## config.mk

```make
export PLATFORM = sky130hd
export DESIGN_NAME = branch_predictor_flat
export DESIGN_NICKNAME = d
export VERILOG_FILES = /design/src/rtl/branch_predictor_if.sv /design/src/rtl/branch_predictor.sv /design/src/flat_wrapper.sv
export SDC_FILE = /design/constraint.sdc
export NUM_CORES = 1
export LEC_CHECK = 0
export CORE_MARGIN = 2
export CORE_UTILIZATION = 45
export CTS_CLUSTER_DIAMETER = 40
export DETAILED_ROUTE_END_ITERATION = 10
export PLACE_DENSITY_LB_ADDON = 0.2
export SLEW_MARGIN = 20
export SYNTH_ARGS = -nofsm -noshare
export SYNTH_HDL_FRONTEND = slang
export SYNTH_SLANG_ARGS = --single-unit
```

## constraint.sdc

```tcl
create_clock -name clk_i -period 7 [get_ports clk_i]
set_input_delay 1.75 -clock clk_i [delete_from_list [all_inputs] [get_ports clk_i]]
set_output_delay 1.75 -clock clk_i [all_outputs]
set_load 0.01 [all_outputs]
```

## src/rtl/branch_predictor_if.sv

```systemverilog
`default_nettype none
// ============================================================================
//  Module      : branch_predictor_if
//  Description : Fetch-side lookup, execute-side training and perf-counter
//                signals of the branch predictor, bundled as one interface.
//                The predictor attaches through the slave modport; the
//                fetch/execute logic (or a testbench) uses the master modport.
//  Revision    : 1.0 - initial release
// ============================================================================
interface branch_predictor_if #(
    parameter int PC_WIDTH = 32,
    parameter int XLEN     = 32,
    parameter int IDX_W    = 6
);
    // Fetch-side lookup (mini-decode hints)
    logic [PC_WIDTH-1:0] F_PC_i;
    logic                F_train_vaild_i;
    logic                mini_op_jal_i;
    logic [XLEN-1:0]     mini_branch_jmp_i;
    logic [XLEN-1:0]     mini_jal_jmp_i;
    logic                F_pred_taken_o;
    logic [PC_WIDTH-1:0] F_next_pc_o;
    logic [IDX_W-1:0]    F_pred_index_o;

    // Execute-side training
    logic                E_train_valid_i;
    logic [IDX_W-1:0]    E_train_index_i;
    logic                E_train_taken_i;
    logic                E_mispredict_i;

    // Performance counters
    logic [31:0]         branch_cnt_o;
    logic [31:0]         mispred_cnt_o;

    // Predictor side
    modport slave (
        input  F_PC_i,
        input  F_train_vaild_i,
        input  mini_op_jal_i,
        input  mini_branch_jmp_i,
        input  mini_jal_jmp_i,
        output F_pred_taken_o,
        output F_next_pc_o,
        output F_pred_index_o,
        input  E_train_valid_i,
        input  E_train_index_i,
        input  E_train_taken_i,
        input  E_mispredict_i,
        output branch_cnt_o,
        output mispred_cnt_o
    );

    // Fetch / execute pipeline side
    modport master (
        output F_PC_i,
        output F_train_vaild_i,
        output mini_op_jal_i,
        output mini_branch_jmp_i,
        output mini_jal_jmp_i,
        input  F_pred_taken_o,
        input  F_next_pc_o,
        input  F_pred_index_o,
        output E_train_valid_i,
        output E_train_index_i,
        output E_train_taken_i,
        output E_mispredict_i,
        input  branch_cnt_o,
        input  mispred_cnt_o
    );
endinterface : branch_predictor_if
`default_nettype wire

```

## src/rtl/branch_predictor.sv

```systemverilog
`default_nettype none
// ============================================================================
//  Module      : branch_predictor
//  Description : Fetch-stage direction predictor built from a table of 2-bit
//                saturating counters. Lookup is purely combinational; training
//                from the execute stage takes effect on the next clock edge
//                (lookups in the training cycle see the old value).
//                Keeps resolved-branch and mispredict performance counters.
//                Optional feature macro: BP_GSHARE_EN - adds a non-speculative
//                global history register XORed into the lookup index.
//  Revision    : 1.0 - initial release
// ============================================================================
module branch_predictor #(
    parameter int BHT_DEPTH = 64,   // power of two, >= 4
    parameter int GHR_WIDTH = 6,    // 1 <= GHR_WIDTH <= log2(BHT_DEPTH)
    parameter int PC_WIDTH  = 32,
    parameter int XLEN      = 32    // must be >= PC_WIDTH
) (
    input  wire logic           clk_i,
    input  wire logic           rst_n_i,
    branch_predictor_if.slave   bp_if
);

    localparam int IDX_W = $clog2(BHT_DEPTH);

    // Counter encoding: 00 SNT, 01 WNT, 10 WT, 11 ST
    localparam logic [1:0] c_ctr_init = 2'b01;
    localparam logic [1:0] c_ctr_max  = 2'b11;
    localparam logic [1:0] c_ctr_min  = 2'b00;

    // ------------------------------------------------------------------
    // Storage
    // ------------------------------------------------------------------
    logic [1:0]          bht_q [BHT_DEPTH];
    logic [1:0]          bht_wr_d;
    logic [31:0]         branch_cnt_q;
    logic [31:0]         branch_cnt_d;
    logic [31:0]         mispred_cnt_q;
    logic [31:0]         mispred_cnt_d;

    // ------------------------------------------------------------------
    // Lookup index
    // ------------------------------------------------------------------
    logic [IDX_W-1:0]    w_base_idx;
    logic [IDX_W-1:0]    w_lookup_idx;

    // Word-aligned PC bits select the entry; higher bits alias freely.
    assign w_base_idx = bp_if.F_PC_i[IDX_W+1:2];

`ifdef BP_GSHARE_EN
    logic [GHR_WIDTH-1:0] ghr_q;
    logic [GHR_WIDTH-1:0] ghr_d;
    logic [GHR_WIDTH-1:0] w_ghr_shift;
    logic [IDX_W-1:0]     w_ghr_ext;

    // History shift: newest outcome enters at bit 0.
    generate
        if (GHR_WIDTH == 1) begin : g_ghr_single
            assign w_ghr_shift = bp_if.E_train_taken_i;
        end else begin : g_ghr_multi
            assign w_ghr_shift = {ghr_q[GHR_WIDTH-2:0], bp_if.E_train_taken_i};
        end
    endgenerate

    // History advances only on resolved branches (non-speculative).
    always_comb begin
        ghr_d = ghr_q;
        if (bp_if.E_train_valid_i) begin
            ghr_d = w_ghr_shift;
        end
    end

    // Global history register.
    always_ff @(posedge clk_i or negedge rst_n_i) begin
        if (!rst_n_i) begin
            ghr_q <= '0;
        end else begin
            ghr_q <= ghr_d;
        end
    end

    assign w_ghr_ext    = IDX_W'(ghr_q);
    assign w_lookup_idx = w_base_idx ^ w_ghr_ext;
`else
    assign w_lookup_idx = w_base_idx;
`endif

    // ------------------------------------------------------------------
    // Prediction (combinational, reads the pre-update table contents)
    // ------------------------------------------------------------------
    logic [1:0]          w_lookup_ctr;
    logic                w_pred_taken;
    logic [PC_WIDTH-1:0] w_pc_plus4;
    logic [PC_WIDTH-1:0] w_branch_tgt;
    logic [PC_WIDTH-1:0] w_jal_tgt;
    logic [PC_WIDTH-1:0] w_next_pc;

    assign w_lookup_ctr = bht_q[w_lookup_idx];
    assign w_pred_taken = bp_if.F_train_vaild_i & w_lookup_ctr[1];
    assign w_pc_plus4   = bp_if.F_PC_i + PC_WIDTH'(4);
    assign w_branch_tgt = bp_if.mini_branch_jmp_i[PC_WIDTH-1:0];
    assign w_jal_tgt    = bp_if.mini_jal_jmp_i[PC_WIDTH-1:0];

    // Next fetch PC: jal beats a predicted-taken branch, which beats PC+4.
    always_comb begin
        w_next_pc = w_pc_plus4;
        if (bp_if.mini_op_jal_i) begin
            w_next_pc = w_jal_tgt;
        end else if (w_pred_taken) begin
            w_next_pc = w_branch_tgt;
        end
    end

    assign bp_if.F_pred_taken_o = w_pred_taken;
    assign bp_if.F_next_pc_o    = w_next_pc;
    assign bp_if.F_pred_index_o = w_lookup_idx;

    // ------------------------------------------------------------------
    // Training
    // ------------------------------------------------------------------
    logic [1:0]          w_train_ctr;

    // The index travels with the branch from fetch; it is never recomputed
    // here, so history changes since fetch do not redirect the update.
    assign w_train_ctr = bht_q[bp_if.E_train_index_i];

    // Saturating increment on taken, saturating decrement on not-taken.
    always_comb begin
        bht_wr_d = w_train_ctr;
        if (bp_if.E_train_taken_i) begin
            if (w_train_ctr != c_ctr_max) begin
                bht_wr_d = w_train_ctr + 2'd1;
            end
        end else begin
            if (w_train_ctr != c_ctr_min) begin
                bht_wr_d = w_train_ctr - 2'd1;
            end
        end
    end

    // Counter table: every entry returns to weakly-not-taken on reset.
    always_ff @(posedge clk_i or negedge rst_n_i) begin
        if (!rst_n_i) begin
            for (int i = 0; i < BHT_DEPTH; i++) begin
                bht_q[i] <= c_ctr_init;
            end
        end else if (bp_if.E_train_valid_i) begin
            bht_q[bp_if.E_train_index_i] <= bht_wr_d;
        end
    end

    // ------------------------------------------------------------------
    // Performance counters (wrap modulo 2^32)
    // ------------------------------------------------------------------
    // Next-state of both perf counters.
    always_comb begin
        branch_cnt_d  = branch_cnt_q;
        mispred_cnt_d = mispred_cnt_q;
        if (bp_if.E_train_valid_i) begin
            branch_cnt_d = branch_cnt_q + 32'd1;
            if (bp_if.E_mispredict_i) begin
                mispred_cnt_d = mispred_cnt_q + 32'd1;
            end
        end
    end

    // Perf counter registers, updated on the same edge as the table.
    always_ff @(posedge clk_i or negedge rst_n_i) begin
        if (!rst_n_i) begin
            branch_cnt_q  <= '0;
            mispred_cnt_q <= '0;
        end else begin
            branch_cnt_q  <= branch_cnt_d;
            mispred_cnt_q <= mispred_cnt_d;
        end
    end

    assign bp_if.branch_cnt_o  = branch_cnt_q;
    assign bp_if.mispred_cnt_o = mispred_cnt_q;

endmodule : branch_predictor
`default_nettype wire

```

## src/flat_wrapper.sv

```systemverilog
// flat-port wrapper written by rule: the top's interface ports become plain ports
module branch_predictor_flat 
#(
    parameter int BHT_DEPTH = 64,                        
    parameter int GHR_WIDTH = 6,                                        
    parameter int PC_WIDTH  = 32,
    parameter int XLEN      = 32                          
)
  (clk_i, rst_n_i, bp_if_F_PC_i, bp_if_F_train_vaild_i, bp_if_mini_op_jal_i, bp_if_mini_branch_jmp_i, bp_if_mini_jal_jmp_i, bp_if_F_pred_taken_o, bp_if_F_next_pc_o, bp_if_F_pred_index_o, bp_if_E_train_valid_i, bp_if_E_train_index_i, bp_if_E_train_taken_i, bp_if_E_mispredict_i, bp_if_branch_cnt_o, bp_if_mispred_cnt_o);
  branch_predictor_if #(.PC_WIDTH(PC_WIDTH), .XLEN(XLEN)) bp_if_i ();
  input  wire logic clk_i;
  input  wire logic rst_n_i;
  input wire logic [$bits(bp_if_i.F_PC_i)-1:0] bp_if_F_PC_i;
  input wire logic [$bits(bp_if_i.F_train_vaild_i)-1:0] bp_if_F_train_vaild_i;
  input wire logic [$bits(bp_if_i.mini_op_jal_i)-1:0] bp_if_mini_op_jal_i;
  input wire logic [$bits(bp_if_i.mini_branch_jmp_i)-1:0] bp_if_mini_branch_jmp_i;
  input wire logic [$bits(bp_if_i.mini_jal_jmp_i)-1:0] bp_if_mini_jal_jmp_i;
  output wire logic [$bits(bp_if_i.F_pred_taken_o)-1:0] bp_if_F_pred_taken_o;
  output wire logic [$bits(bp_if_i.F_next_pc_o)-1:0] bp_if_F_next_pc_o;
  output wire logic [$bits(bp_if_i.F_pred_index_o)-1:0] bp_if_F_pred_index_o;
  input wire logic [$bits(bp_if_i.E_train_valid_i)-1:0] bp_if_E_train_valid_i;
  input wire logic [$bits(bp_if_i.E_train_index_i)-1:0] bp_if_E_train_index_i;
  input wire logic [$bits(bp_if_i.E_train_taken_i)-1:0] bp_if_E_train_taken_i;
  input wire logic [$bits(bp_if_i.E_mispredict_i)-1:0] bp_if_E_mispredict_i;
  output wire logic [$bits(bp_if_i.branch_cnt_o)-1:0] bp_if_branch_cnt_o;
  output wire logic [$bits(bp_if_i.mispred_cnt_o)-1:0] bp_if_mispred_cnt_o;
  assign bp_if_i.F_PC_i = bp_if_F_PC_i;
  assign bp_if_i.F_train_vaild_i = bp_if_F_train_vaild_i;
  assign bp_if_i.mini_op_jal_i = bp_if_mini_op_jal_i;
  assign bp_if_i.mini_branch_jmp_i = bp_if_mini_branch_jmp_i;
  assign bp_if_i.mini_jal_jmp_i = bp_if_mini_jal_jmp_i;
  assign bp_if_F_pred_taken_o = bp_if_i.F_pred_taken_o;
  assign bp_if_F_next_pc_o = bp_if_i.F_next_pc_o;
  assign bp_if_F_pred_index_o = bp_if_i.F_pred_index_o;
  assign bp_if_i.E_train_valid_i = bp_if_E_train_valid_i;
  assign bp_if_i.E_train_index_i = bp_if_E_train_index_i;
  assign bp_if_i.E_train_taken_i = bp_if_E_train_taken_i;
  assign bp_if_i.E_mispredict_i = bp_if_E_mispredict_i;
  assign bp_if_branch_cnt_o = bp_if_i.branch_cnt_o;
  assign bp_if_mispred_cnt_o = bp_if_i.mispred_cnt_o;
  branch_predictor #(.BHT_DEPTH(BHT_DEPTH), .GHR_WIDTH(GHR_WIDTH), .PC_WIDTH(PC_WIDTH), .XLEN(XLEN)) u_core (.clk_i(clk_i), .rst_n_i(rst_n_i), .bp_if(bp_if_i));
endmodule
```

Word level (Yosys, flattened, before mapping). Index checks and enable logic that the tools add are counted.

Register bits: 192. Input bits: 109. Output and inout bits: 103.

Add/subtract/negate cells: 5. Order comparisons: 3. Eq/ne operators: 1. Muxes and demuxes: 14. Bitwise operators: 3. Reductions and logical operators: 3.

Operators by type and width (number): 128-bit bitwise mux (1); 32-bit by 1-bit adder with 32-bit output, second input constant (2); 32-bit 2-to-1 mux (2); 32-bit by 3-bit adder with 32-bit output, second input constant (1); 2-bit binary-select mux with 6-bit select (2); 2-bit 2-to-1 mux (8); 7-bit >= comparator, second input constant (2); 6-bit NOT with 7-bit output (2); 2-bit demux with 6-bit select (1); 7-bit by 1-bit < comparator with 1-bit output, second input constant (1); 2-bit by 1-bit adder with 2-bit output, second input constant (1); 2-bit != test, second input constant (1); 2-bit AND reduction (1); 2-bit nonzero test (1); 2-bit by 1-bit subtractor with 2-bit output, second input constant (1); 1-bit AND (1); 1-bit logical AND (1).

Longest topological paths before layout. Gate-level depths: netlist of the first run.

Depth in word-level cells: 8. Depth in mapped cells: 13. Gate-level depth less buffers: 8.

Least setup slack after synthesis of the first run. Ideal clock, no wire load.

Path type: input to output. Start: input port bp_if_F_PC_i[2]. End: output port bp_if_F_next_pc_o[0]. Arrival time: 3.752 ns. Required time: 5.250 ns. Slack: 1.498 ns. Stages: 8. Path through: buf_4 > or3b_1 > o221a_2 > a22oi_1 > o211ai_1 > nor2_4 > mux2_2 > mux2_2.

Word-level cells in the longest chain between the ends: 7.

RTL lines: start: declaration (RTL line flat_wrapper.sv:13) `input wire logic [$bits(bp_if_i.F_PC_i)-1:0] bp_if_F_PC_i;`; 6-bit NOT with 7-bit output (implied by the code) (RTL line branch_predictor.sv:98) `assign w_lookup_ctr = bht_q[w_lookup_idx];`; 2-bit binary-select mux with 6-bit select (RTL line branch_predictor.sv:98); 2-bit 2-to-1 mux (implied by the code) (2 in a row) (RTL line branch_predictor.sv:98); 1-bit AND (RTL line branch_predictor.sv:99) `assign w_pred_taken = bp_if.F_train_vaild_i & w_lookup_ctr[1];`; 32-bit 2-to-1 mux (RTL line branch_predictor.sv:109) `end else if (w_pred_taken) begin`; 32-bit 2-to-1 mux (RTL line branch_predictor.sv:107) `if (bp_if.mini_op_jal_i) begin`; end: declaration (RTL line flat_wrapper.sv:19) `output wire logic [$bits(bp_if_i.F_next_pc_o)-1:0] bp_if_F_next_pc_o;`.

Every way passes these cells. The select of a mux whose other input is x is not followed.

Worst setup path in the final report of the first run.
Start: input port bp_if_F_PC_i[2]. End: output port bp_if_F_next_pc_o[22].

Word-level cells in the longest chain between the ends: 7. Elaborated cells between the ends (all ways): 8. Those cells by class: 1 x add/sub; 5 x mux; 2 x bitwise.

RTL lines (RTL line): 6-bit NOT with 7-bit output (implied by the code) (branch_predictor.sv:98); 2-bit binary-select mux with 6-bit select (branch_predictor.sv:98); 2-bit 2-to-1 mux (implied by the code) (2 in a row) (branch_predictor.sv:98); 1-bit AND (branch_predictor.sv:99); 32-bit 2-to-1 mux * (branch_predictor.sv:109); 32-bit 2-to-1 mux * (branch_predictor.sv:107).

Every way passes the cells marked *; elsewhere a longest branch is shown, timed or not. The select of a mux whose other input is x is not followed.

==> results of run 1 <==
==> through the flow <==
stage	util, %	cell area [um^2]	std cells
global placement	53.0	15600	2013
global route	55.1	16200	2045
CTS	55.1	16200	2045
detailed placement	53.0	15600	2013
floorplan	-	13400	1500
finish	55.1	16200	2045
==> state kept, by name, summed over array words and instances, names as in the netlist <==
name	cells
u_core.bht_q	128
u_core.bp_if.mispred_cnt_o	32
u_core.bp_if.branch_cnt_o	32
==> cells by family after synthesis <==
group	count (synthesis)	share of synthesized area, %
AOI/OAI and AO/OA	319	17.0
xor gates and xnor gates	87	5.69
adders and majority gates	3	0.280
buffers and inverters	153	6.28
DFF	192	36.5
muxes	94	10.2
and+or+nand+nor	652	24.1
==> metal layers <==
layer | vias to the layer above | GRT usage (%) | wire length (um)
met1 | 5913 | 36.8 | 17800
li1 | 5741 | - | -
met5 | - | 0 | 0
met2 | 646 | 42.7 | 19400
met3 | 101 | 7.58 | 4300
met4 | 0 | 11.0 | 1520
==> synth_stat cells, types with 26 or more instances <==
| library cell | n |
|---|---|
| a21oi_1 | 71 |
| a221oi_1 | 50 |
| buf_2 | 33 |
| clkbuf_1 | 57 |
| dfrtp_1 | 128 |
| dfstp_2 | 64 |
| mux2i_1 | 42 |
| mux4_2 | 32 |
| nand2_1 | 150 |
| nand3_1 | 51 |
| nor2_1 | 217 |
| nor3_1 | 87 |
| nor3_2 | 28 |
| o21ai_0 | 51 |
| o21ai_1 | 26 |
| xnor2_1 | 59 |
| xor2_1 | 28 |
==> worst reg2reg max path, stage by stage, from the launching register on <==
cell and delay (ns):
dfstp_2 0.37, mux4_2 0.47, a22oi_1 0.33, nand4_4 0.36, nor2_2 0.32, nand4_4 0.50, buf_4 0.45, nor3_1 0.17
nor3_1 0.07
==> report_power, final <==
group	internal, mW	leakage [nW]	switching (mW)	total (mW)
Clock	0.517	0.295	0.505	1.02
Combinational	0.460	3.47	0.547	1.01
Sequential	1.36	2.32	0.187	1.55
Total	2.33	6.09	1.24	3.57
==> area by class of cell <==
| cell class | count | area, um^2 | area share, % |
|---|---|---|---|
| inverters | 22 | 82.6 | 0.509 |
| clock inverters | 15 | 189 | 1.16 |
| multi-input cells | 1155 | 7700 | 47.4 |
| well taps | 390 | 488 | 3.01 |
| repair buffers | 254 | 2470 | 15.2 |
| clock buffers | 17 | 425 | 2.62 |
| flip-flops and latches | 192 | 4880 | 30.1 |
==> how the worst max path moves through the flow <==
stage | startpoint | end | depth (start not counted)
after floorplan | bp_if_F_PC_i[2] | bp_if_F_next_pc_o[0] | 8
after global placement | bp_if_F_PC_i[2] | bp_if_F_next_pc_o[1] | 10
after detailed placement | bp_if_F_PC_i[2] | bp_if_F_next_pc_o[22] | 11
after CTS | bp_if_F_PC_i[2] | bp_if_F_next_pc_o[1] | 10
after global routing | bp_if_F_PC_i[2] | bp_if_F_next_pc_o[22] | 11
final | bp_if_F_PC_i[2] | bp_if_F_next_pc_o[22] | 11
==> impl_metrics.toml, run 1 <==
[run_status]
status = "completed"

[pwr]
finalPower_mw = 3.57
powerDensity_nw_per_um2 = 220
power_leakage_nw = 6.09
ir_worst_vdd_mv = 0.153

[critical_path]
crit_path_max_fanout = 13
r2r_slack_ns = 3.84
critPathKind = "input pin to primary output"
cp_num_buf_inv = 4
cp_cell_sequence = "clkdlybuf4s50_1 -> buf_4 -> nand3b_1 -> o221a_2 -> a22oi_1 -> o211ai_1 -> nor2_4 -> buf_4 -> mux2i_1 -> o21ai_0 -> clkdlybuf4s50_1"
crit_path_end_kind = "primary output"
r2r_end = "u_core.bht_q[79]"
worstSetupStartpointType = "input pin"
cpMaxStageDelayCell = "clkdlybuf4s50_1"
max_stage_delay_ns = 0.58
crit_family = "buffers and inverters"
cp.arrival_ns = 5.02
r2r-start = "u_core.bht_q[114]"
r2r_cells = 8
crit_required_ns = 5.25

[route]
drt_pre_antenna_iters = 8
viasPerCell = 6.06
drt_iter0_markers = 1280
drc_errors = 0
routed_wl_um = 42900
dr_total_vias = 12401
wire_per_inst_um = 21.0
ant_nets = 0

[floorplan]
fp.dieH_um = 177
num_rows = 63
die-area_um2 = 31200
fp.coreArea_um2 = 29500
dieWidth_um = 177
start_util_pct = 45.4
ios = 212

[timing]
worst_slack_ns = 0.228
relSlewSlack_pct = 27.2
setup_violations = 0
fmax_ghz = 0.148
skew_ns = 0.0187
tns_ns = 0
whs_ns = 0.476
drv_slew = 0
worst_pin_slew_ns = 1.09
rsz0062_at_grt = "no"
finalCritPeriodShare_pct = 96.7
period_minus_slack_ns = 6.77
finalHoldViolCount = 0

[cells_and_area]
final_cell_mix = "216 x nor2_1, 206 x clkdlybuf4s50_1, 150 x nand2_1"
finalNetCount = 1754
final_common_cell = "nor2_1"
layout-drive-gt1-share_pct = 16.7
nFillCells = 2672
area_growth_syn_to_layout_pct = 21.2
antennaDiodeCount = 0

[yosys]
synth_nets = 1612
yosys.area.top_type = "dfrtp_1"
yosys.area.top_type_share_pct = 23.9
syn_avg_cell_area_um2 = 8.93
synth_edf_count = 0
yosysUniqueCellTypes = 72
synthCells = 1500
synth_area_um2 = 13400
yosysSeqAreaShare_pct = 36.5
synthArstFlopShare_pct = 100
ys_ff_latch = 192
ys_warn_count = 0
synthFlopType = "dfrtp_1"
ys_top_cells_by_area = "dfrtp_1 24%, dfstp_2 13%, nor2_1 6.1%"

[min_path]
hold_end = "u_core.bp_if.mispred_cnt_o[31]"
hold_path_class = "register to register"
holdPathStages = 1
min-delay-start = "u_core.bp_if.mispred_cnt_o[31]"

[clock_tree]
path_clk_slew_ns = 0.08
h-tree-depth = 4
clk_latency_ns = 0.45
clock-sinks = 192
post-cts-setup-buffers = 0
cts_root_buf = "clkbuf_16"
clk_path_buf_depth = 2
cts_hold_buf = 0
cts_resized = 0
cts-buffers-inserted = 17
cts_tree = "yes"

[placed_design]
place_hpwl_um = 29000
place_congestion = 0.925
dp_slack_ns = 0.308
io_buffers = 211

[global_route]
first_global_vias = 12101
grt-ovfl-total = 0
grt_pass1_wl_um = 68000
grtUsageTotal_pct = 27.6
grt_max_degree = 127
antenna_found_initial = 0

[flow_run]
maxCapViolations = 0
No activity file was read; power rests on OpenSTA's default activity.
==> run 2: changes to the inputs <==
- ABC_AREA: default -> 1
==> run 2 against run 1 <==
Hold slack worse by 0.0083 ns. Via count up 5.5%. Synthesized cell count up 34%. Sequential share of layout area up 1.1 points. Total power down 15%. Final cell count up 26%. Routed wire length down 7.4%. Clock skew down 0.0059 ns. Sequential cell count unchanged. Clock power about the same. Critical path type unchanged. Worst setup slack better by 0.37 ns. Highest routed layer unchanged. Largest cell class unchanged.
==> impl_metrics.toml, run 2 <==
[timing]
skew_ns = 0.0128
rsz0062_at_grt = "no"
worst_pin_slew_ns = 1.15
drv_slew = 0
period_minus_slack_ns = 6.40
fmax_ghz = 0.156
whs_ns = 0.467
setup_violations = 0
worst_slack_ns = 0.603
finalHoldViolCount = 0
relSlewSlack_pct = 23.3
finalCritPeriodShare_pct = 91.4
tns_ns = 0

[critical_path]
crit_path_max_fanout = 32
crit_required_ns = 5.25
critPathKind = "input pin to primary output"
crit_path_end_kind = "primary output"
cp.arrival_ns = 4.65
worstSetupStartpointType = "input pin"

[floorplan]
start_util_pct = 45.9
num_rows = 61
fp.dieH_um = 173
ios = 212
dieWidth_um = 173
fp.coreArea_um2 = 27900
die-area_um2 = 29900

[pwr]
combPwrFrac_pct = 21.9
power_switching_uw = 973
p_clk_share_pct = 34.4
ir_worst_vdd_mv = 0.166
power_leakage_nw = 7.90
finalPower_mw = 3.04
powerDensity_nw_per_um2 = 194
power.share.switching_pct = 32.0
seqPwrFrac_pct = 43.7
p_int_mw = 2.07

[cells_and_area]
utilization_pct = 56.2
top_register = "u_core.bht_q"
final_cell_mix = "952 x nand2_1, 242 x inv_1, 208 x clkdlybuf4s50_1"
largest_reg_flops = 128
stdcell_area_um2 = 15700
final_cells = 2569
finalNetCount = 2290
antennaDiodeCount = 0
layout-drive-gt1-share_pct = 6.02
area_growth_syn_to_layout_pct = 22.3
final_common_cell = "nand2_1"

[run_status]
status = "completed"

[global_route]
grt_pass1_wl_um = 65200
antenna_found_initial = 0
first_global_vias = 12769
grt-ovfl-total = 0
grtUsageTotal_pct = 26.7
grt_max_degree = 87

[route]
dr_total_vias = 13077
routed_wl_um = 39800
viasPerCell = 5.09
wire_per_inst_um = 15.5
drt_pre_antenna_iters = 7
ant_nets = 0
drc_errors = 0
drt_iter0_markers = 1129

[clock_tree]
post-cts-setup-buffers = 0
h-tree-depth = 4
cts-buffers-inserted = 17
clk_path_buf_depth = 2
cts_resized = 0
cts_tree = "yes"
cts_hold_buf = 0
clock-sinks = 192
cts_root_buf = "clkbuf_16"
path_clk_slew_ns = 0.07
clk_latency_ns = 0.45

[yosys]
yosysMostFrequentCell = "nand2_1"
yosys.area.top_type_share_pct = 27.9
synth_top_family_by_area = "simple AND/OR/NAND/NOR gates"
ys_ff_latch = 192
synthMuxAreaShare_pct = 0
synth_compound_area_share_pct = 1.50
synthFlopType = "dfrtp_1"
synth-xor-area-share_pct = 5.87
ys_warn_count = 0
synthCells = 2012
synth_common_cells = "952 x nand2_1, 242 x inv_1, 189 x nand3_1, 137 x nor2_1, 128 x dfrtp_1"
yosysSeqAreaShare_pct = 38.1
yosys.area.top_type = "nand2_1"
ys_top_cells_by_area = "nand2_1 28%, dfrtp_1 25%, dfstp_2 13%"
yosys.area_share.simple_pct = 43.4
yosysUniqueCellTypes = 33
synth_fa_ha_area_share_pct = 0.293
synthArstFlopShare_pct = 100
synth_area_um2 = 12800
synth_nets = 2124
synth_edf_count = 0
syn_avg_cell_area_um2 = 6.37

[placed_design]
place_congestion = 0.903
dp_cells = 2537
place_hpwl_um = 27200
io_buffers = 211
placedInstanceArea_um2 = 15100
dp_slack_ns = 0.610

[min_path]
hold_path_class = "register to register"

[flow_run]
maxCapViolations = 0
==> run 2: cell types whose count changed after synthesis, sizes merged, moves of 33 or more <==
cell / before / now
a21oi: 72 / 4
a221oi: 65 / 0
clkbuf: 57 / 16
inv: 22 / 245
mux2i: 42 / 0
nand2: 151 / 956
nand3: 51 / 189
nor2: 219 / 142
nor3: 115 / 46
o21ai: 78 / 30
xnor2: 59 / 26
==> run 2: routing by layer <==
metal	vias to the layer above	global-route usage, %	wire length, um
li1	6439	-	-
met1	6090	35.0	17300
met2	471	44.8	18700
met3	77	4.88	2800
met4	0	8.79	974
met5	-	0	0
==> run 2: area by class of cell <==
cell class              instances  area, um^2
clock buffers                  18         429
flip-flops and latches        192        4880
fillers                      2738       12200
multi-input cells            1492        6550
well taps                     378         473
clock inverters                14         186
inverters                     247         927
repair buffers                228        2230
==> run 2: final timing paths <==
path	cells after the start	to	start	slack, ns
min	2	u_core.bht_q[74]	u_core.bht_q[74]	0.47
max reg2reg	15	u_core.bht_q[9]	u_core.bht_q[84]	4.34
max	15	bp_if_F_next_pc_o[27]	bp_if_F_PC_i[3]	0.60
min in group asynchronous	1	u_core.bht_q[47]	rst_n_i	1.32
max in group asynchronous	2	u_core.bp_if.mispred_cnt_o[10]	rst_n_i	4.44
min reg2reg	2	u_core.bht_q[74]	u_core.bht_q[74]	0.47
==> run 2: kinds of logic after synthesis <==
family | Yosys count
compound gates | 37
fa+ha+maj | 3
buf+inv | 328
flops | 192
simple gates | 1366
xor+xnor | 86
==> run 2: worst max-delay path, stage by stage <==
cell and delay, ns:
clkdlybuf4s50_1 0.53, buf_4 0.28, inv_1 0.28, nor2_1 0.15
o21ai_0 0.09, nand3_1 0.11, nand3_1 0.08, nand2_1 0.09
nand3_1 0.07, nand2_1 0.07, buf_4 0.31, nand3_1 0.13
nand3_1 0.12, nand2_1 0.07, clkdlybuf4s50_1 0.48
==> run 2: power by group through the flow <==
stage	logic, mW	clock network [mW]	registers (mW)
2_1_floorplan	0.354	0	1.35
3_3_place_gp	0.658	0	1.35
3_5_place_dp	0.666	0	1.35
4_1_cts	0.671	1.06	1.33
5_1_grt	0.739	1.10	1.35
6_report	0.667	1.05	1.33
==> run 3: changes to the inputs <==
- ABC_CLOCK_PERIOD_IN_PS: default -> 7000
==> results of run 3 <==
Same layout as run 2: the final DEF is identical, and so are final timing and power.
